### config.mk
export PLATFORM = sky130hd
export DESIGN_NAME = core_fetch_unit
export DESIGN_NICKNAME = d
export VERILOG_FILES = /design/src/rtl/core_fetch_unit.sv
export SDC_FILE = /design/constraint.sdc
export NUM_CORES = 1
export LEC_CHECK = 0
export CORE_ASPECT_RATIO = 1.75
export CORE_MARGIN = 5
export CORE_UTILIZATION = 35
export DETAILED_ROUTE_END_ITERATION = 8
export SLEW_MARGIN = 15
export SYNTH_ARGS = -nofsm -noshare
export SYNTH_HDL_FRONTEND = slang
export SYNTH_SLANG_ARGS = --single-unit
### constraint.sdc
create_clock -name clk -period 5.1 [get_ports clk]
set_input_delay 0.51 -clock clk [delete_from_list [all_inputs] [get_ports clk]]
set_output_delay 0.51 -clock clk [all_outputs]
set_load 0.005 [all_outputs]
### src/rtl/core_fetch_unit.sv
// rtl/core_fetch_unit.sv - instruction fetch front end with prefetch queue and redirect flush
// Optional FETCH_PERF_EN adds perf_fetched / perf_dropped counters.
module core_fetch_unit #(
    parameter int              XLEN     = 32,
    parameter int              DEPTH    = 4,
    parameter logic [XLEN-1:0] RESET_PC = '0
) (
    input  logic            clk,
    input  logic            rst_n,
    input  logic            redirect_valid,
    input  logic [XLEN-1:0] redirect_pc,
    output logic            imem_req_valid,
    input  logic            imem_req_ready,
    output logic [XLEN-1:0] imem_req_addr,
    input  logic            imem_rsp_valid,
    input  logic [31:0]     imem_rsp_data,
    output logic            if_valid,
    input  logic            if_ready,
    output logic [XLEN-1:0] if_pc,
    output logic [31:0]     if_instr
`ifdef FETCH_PERF_EN
    ,
    output logic [31:0]     perf_fetched,
    output logic [31:0]     perf_dropped
`endif
);

    localparam int AW = $clog2(DEPTH);
    localparam int PW = AW + 1;
    localparam logic [PW-1:0] DEPTH_P = PW'(DEPTH);

    logic [XLEN-1:0] fetch_pc;
    logic [PW-1:0]   wr_ptr;
    logic [PW-1:0]   rd_ptr;
    logic [PW-1:0]   rsp_ptr;
    logic [PW-1:0]   drop_cnt;
    logic [XLEN-1:0] slot_pc   [DEPTH];
    logic [31:0]     slot_data [DEPTH];
    logic [DEPTH-1:0] slot_ok;
    logic [XLEN-1:0] last_pc;
    logic [31:0]     last_instr;

    logic [PW-1:0]   occupancy;
    logic [PW-1:0]   pending;
    logic [AW-1:0]   wr_idx;
    logic [AW-1:0]   rd_idx;
    logic [AW-1:0]   rsp_idx;
    logic            issue;
    logic            pop;
    logic            rsp_drop;
    logic            rsp_take;
    logic [PW:0]     drop_sum;
    logic            unused_bits;

    // occupancy counts every allocated slot; pending only those still waiting for data
    assign occupancy = wr_ptr - rd_ptr;
    assign pending   = wr_ptr - rsp_ptr;
    assign wr_idx    = wr_ptr[AW-1:0];
    assign rd_idx    = rd_ptr[AW-1:0];
    assign rsp_idx   = rsp_ptr[AW-1:0];

    assign imem_req_valid = (occupancy < DEPTH_P) && !redirect_valid && rst_n;
    assign imem_req_addr  = fetch_pc;
    assign issue          = imem_req_valid && imem_req_ready;

    assign if_valid = (occupancy != '0) && slot_ok[rd_idx];
    assign if_pc    = if_valid ? slot_pc[rd_idx]   : last_pc;
    assign if_instr = if_valid ? slot_data[rd_idx] : last_instr;
    assign pop      = if_valid && if_ready && !redirect_valid;

    assign rsp_drop = imem_rsp_valid && (drop_cnt != '0);
    assign rsp_take = imem_rsp_valid && (drop_cnt == '0) && (pending != '0);

    // Everything still in flight becomes stale; a response landing this cycle is already accounted for.
    assign drop_sum = {1'b0, drop_cnt} + {1'b0, pending} - {{PW{1'b0}}, imem_rsp_valid};

    assign unused_bits = &{1'b0, redirect_pc[1:0]};

    always_ff @(posedge clk or negedge rst_n) begin
        if (!rst_n) begin
            fetch_pc <= RESET_PC;
            wr_ptr   <= '0;
            rd_ptr   <= '0;
            rsp_ptr  <= '0;
            drop_cnt <= '0;
        end else if (redirect_valid) begin
            fetch_pc <= {redirect_pc[XLEN-1:2], 2'b00};
            wr_ptr   <= '0;
            rd_ptr   <= '0;
            rsp_ptr  <= '0;
            drop_cnt <= drop_sum[PW-1:0];
        end else begin
            if (issue) begin
                fetch_pc <= fetch_pc + XLEN'(4);
                wr_ptr   <= wr_ptr + PW'(1);
            end
            if (pop) begin
                rd_ptr <= rd_ptr + PW'(1);
            end
            if (rsp_drop) begin
                drop_cnt <= drop_cnt - PW'(1);
            end
            if (rsp_take) begin
                rsp_ptr <= rsp_ptr + PW'(1);
            end
        end
    end

    always_ff @(posedge clk or negedge rst_n) begin
        if (!rst_n) begin
            slot_ok <= '0;
            for (int i = 0; i < DEPTH; i++) begin
                slot_pc[i]   <= '0;
                slot_data[i] <= '0;
            end
        end else if (redirect_valid) begin
            slot_ok <= '0;
        end else begin
            // An allocated wr slot never aliases the rsp slot, so both writes may coexist.
            if (issue) begin
                slot_ok[wr_idx] <= 1'b0;
                slot_pc[wr_idx] <= fetch_pc;
            end
            if (rsp_take) begin
                slot_ok[rsp_idx]   <= 1'b1;
                slot_data[rsp_idx] <= imem_rsp_data;
            end
        end
    end

    always_ff @(posedge clk or negedge rst_n) begin
        if (!rst_n) begin
            last_pc    <= '0;
            last_instr <= '0;
        end else if (if_valid) begin
            last_pc    <= slot_pc[rd_idx];
            last_instr <= slot_data[rd_idx];
        end
    end

`ifdef FETCH_PERF_EN
    always_ff @(posedge clk or negedge rst_n) begin
        if (!rst_n) begin
            perf_fetched <= '0;
            perf_dropped <= '0;
        end else begin
            if (pop) begin
                perf_fetched <= perf_fetched + 32'd1;
            end
            if (imem_rsp_valid && (redirect_valid || rsp_drop)) begin
                perf_dropped <= perf_dropped + 32'd1;
            end
        end
    end
`endif

    rsp_has_request: assert property (@(posedge clk) disable iff (!rst_n)
        imem_rsp_valid |-> ((drop_cnt != '0) || (pending != '0)));

endmodule

==> key figures, run 1 <==
Run status
  – Status: completed

Floorplan
  – Die ar.: 49,900 um2
  – I/O Pins: 168
  – Core area: 45,000 um2
  – Die extent in y: slightly below 300 um
  – Die W: 171 um
  – Starting Density: 0.353
  – Site row count: 103

Detailed routing
  – DR WL met3: between 1 and 1.5 mm
  – Vias per inst: about 5
  – DR DRC count: 0
  – Routed Antenna Nets: 0
  – Routed length per instance: 20.7 um
  – Post-Route WL: between 30 and 40 mm
  – Met2 WL post-DR: 20.6 mm
  – Detailed-router iteration count before antenna repair: 4
  – Via count: 9,429
  – Routed length on met1: 15.1 mm
  – Top sig layer: met5
  – 1st-iter DRT viols: 352

Timing
  – Actual slew at the worst max-slew pin: 1.10 ns
  – Max_slew headroom: 0.265
  – Pins over their slew limit: 0
  – Final Hold Fails: 0
  – Setup repair after global routing missed its margin: no
  – Tcrit/Tclk final: 0.888
  – Clock Skew: around 0.017 ns
  – # setup viols final: 0
  – Tmin final: 4.53 ns
  – Max Freq: about 0.22 GHz
  – Setup WS post-layout: ~0.57 ns
  – Setup tns final: 0 ns

Place
  – Pre-CTS setup slack: 1.04 ns
  – # port buffers: 163
  – Placer Congestion: a little over 0.7
  – Placed cell area: 18,000 um2
  – Placed insts: 1,766
  – Hpwl dp: 24.8 mm

GRT
  – First-pass GRT wire length: between 60 and 70 mm
  – Antenna violations before repair: 1
  – Total grt overflow: 0
  – Largest net degree at the start of global routing: 170
  – Total track usage: 0.155
  – Vias in the first global route: 10,300

Worst setup path
  – Critical-path maximum fanout: 38
  – WP data required: ~4.6 ns
  – WS Path Type: reg2out
  – Crit path arrival time: about 4 ns
  – Setup crit end kind: output port
  – Critical path startpoint category: flip-flop

Layout
  – Final Util: 0.425
  – P&R area growth vs syn: 20.6%
  – Design area: 19,100 um2
  – Net count, final: between 1,000 and 1,500
  – Layout cells sized above 1: 0.349
  – ANT cells: 0
  – Layout Cells excl Fill: approximately 1,800

Synth
  – Ys async rst share: 1.00
  – Synth area leaders: dfrtp_1 56%, mux2_2 21%, mux4_2 8.9%
  – Yosys warning total: 0
  – Post-Synth Adder-Cell Area: 0.0172
  – Complex-gate fraction of the synthesized area: 0.0390
  – Cell taking the most area after synthesis: dfrtp_1
  – Seq/Total Area, Yosys: 0.565
  – Syn_area_per_cell: 14.7 um2
  – Post-Synthesis Cell Area: 15,900 um2
  – Most used DFF post-synth: dfrtp_1
  – Cells after Synth: approximately 1,100
  – Fraction of synthesized cell area in xor and xnor cells: 0.00891
  – Post-synth EDFFs: 0
  – Post-Synth Simple-Gate Area: 0.0455
  – Main combinational cell family by area after synthesis: multiplexers
  – Yosys reg bits: 358
  – Distinct cells, synth: 50
  – Yosys top cell area share: 0.565
  – Multiplexer share of the synthesized area: 0.297

Run
  – Max Cap Viol: 0

CTS
  – Root buf cell: clkbuf_16
  – H-Tree Level Count: 2
  – CTS tree: yes
  – Worst-path clk slew: 0.07 ns
  – Clock buffer depth: 3
  – Clock latency at the later pin of the worst-skew pair: 0.52 ns
  – CTS Buf Count: 36
  – CTS sink cnt: between 300 and 400

Power
  – VDD IR max: roughly 0.25 mV
  – PwrDens: 390 nW/um2
  – Logic gate share of total power: 0.185
  – P_leak: 8.66 nW
  – Clk network pwr share: 0.339
  – Net load switching power: between 1.5 and 2 mW
  – Switch share: 0.248
  – Internal: approximately 5.6 mW
  – Part of the power in registers: 0.476

Hold path
  – Hold WC Path Type: reg2reg
==> routing by layer <==
metal,vias to the layer above,track usage
li1,4239,-
met1,4954,0.190
met2,184,0.283
met3,50,0.0232
met4,2,0.0410
met5,-,0
==> state kept, by name, indices dropped and copies added, names as in the netlist <==
signal,flops
slot_ok,4
slot_pc,120
drop_cnt,3
rd_ptr,3
imem_req_addr,30
last_pc,32
rsp_ptr,3
last_instr,32
wr_ptr,3
slot_data,128
==> power by group through the flow <==
stage	combinational, mW	sequential (mW)	clock (mW)
final	1.38	3.55	2.52
after global routing	1.52	3.61	2.74
after CTS	1.42	3.55	2.63
after detailed placement	1.41	3.61	0
after global placement	1.38	3.57	0
after floorplan	0.831	3.50	0
==> cell usage in the layout, fill, tap and decap left out, types with 17 or more instances in the layout <==
master             n
ha_1              17
o21ai_0           40
mux2_2           290
dfrtp_1          356
mux4_2            63
clkbuf_16         37
clkdlybuf4s50_1  161
nand2_1           71
nand3_1           24
==> cell families (layout without fill, tap and decap cells) <==
kind of cell	Yosys count	count (layout)
AO/OA/AOI/OAI	93	93
XOR/XNOR	12	12
adder cells (fa/ha/maj)	20	20
buffers and inverters	86	261
flip-flops	358	358
multiplexers	355	355
other	1	2
AND/OR/NAND/NOR	154	154
==> metrics by stage <==
step	power, mW	hold WS, ns
floorplan	4.33	0.214
global placement	4.95	0.456
detailed placement	5.02	0.473
CTS	7.61	0.486
global route	7.87	0.507
finish	7.45	0.484
==> path summary, 6_finish.rpt <==
check / start / endpoint / slack, ns / depth (start not counted)
worst min register to register: slot_pc[89]$_DFFE_PN0P_ / slot_pc[89]$_DFFE_PN0P_ / 0.48 / 2
worst min-delay path: slot_pc[89]$_DFFE_PN0P_ / slot_pc[89]$_DFFE_PN0P_ / 0.48 / 2
worst max register to register: wr_ptr[0]$_DFFE_PN0P_ / slot_pc[85]$_DFFE_PN0P_ / 1.52 / 9
worst max-delay path: wr_ptr[0]$_DFFE_PN0P_ / if_pc[30] / 0.57 / 9
min in group asynchronous: rst_n / slot_pc[19]$_DFFE_PN0P_ / 0.51 / 2
max in group asynchronous: rst_n / last_instr[18]$_DFF_PN0_ / 3.25 / 3
==> synth_stat cells (2+ instances only) <==
library cell and instances:
nand3b_1 2, inv_1 16, buf_4 2, a21oi_1 9
or2_2 2, and2_1 6, o311ai_0 10, and3_1 6
nand2_1 75, buf_6 12, a31oi_1 5, mux2_2 290
nor3b_1 3, buf_1 10, buf_2 16, a31o_2 2
o21ai_0 40, mux2i_1 2, nor4_1 3, nor2_1 16
or4_1 3, a32o_1 3, nand3_1 24, or3_1 4
clkbuf_1 28, ha_1 17, xnor2_1 5, xor2_1 5
mux4_2 63, fa_1 3, nand4_1 5, dfrtp_1 358
and4_1 2, o211ai_1 16
==> critical path, cell delays in order (launching register included) <==
cell	delay [ns]
dfrtp_1	0.42
inv_1	0.13
ha_1	0.24
fa_1	0.38
xor3_4	0.39
o21ai_0	0.61
clkinv_2	0.13
buf_4	0.29
mux2_2	0.31
clkdlybuf4s50_1	0.54
==> cell type report <==
| class | instances | area, um2 |
|---|---|---|
| sequential | 358 | 8970 |
| tap | 577 | 722 |
| clock buffer | 54 | 1050 |
| inverter | 17 | 65.1 |
| fill | 4120 | 25900 |
| timing repair buffer | 179 | 1780 |
| multi-input combinational | 636 | 6480 |
| clock inverter | 11 | 65.1 |
==> what timing repair did <==
| item | CTS | global route |
|---|---|---|
| endpoints found under the hold margin | 55 | 0 |
| resized for setup | 0 | 0 |
| hold buffers | 1 | 0 |
| buffers inserted | 0 | 0 |
(Power assumes the default switching activity.)
==> run 2, diff against run 1 <==
- GPL_ROUTABILITY_DRIVEN: default -> 1
==> results of run 2 <==
Final layout, timing and power as in run 1 (identical DEF).
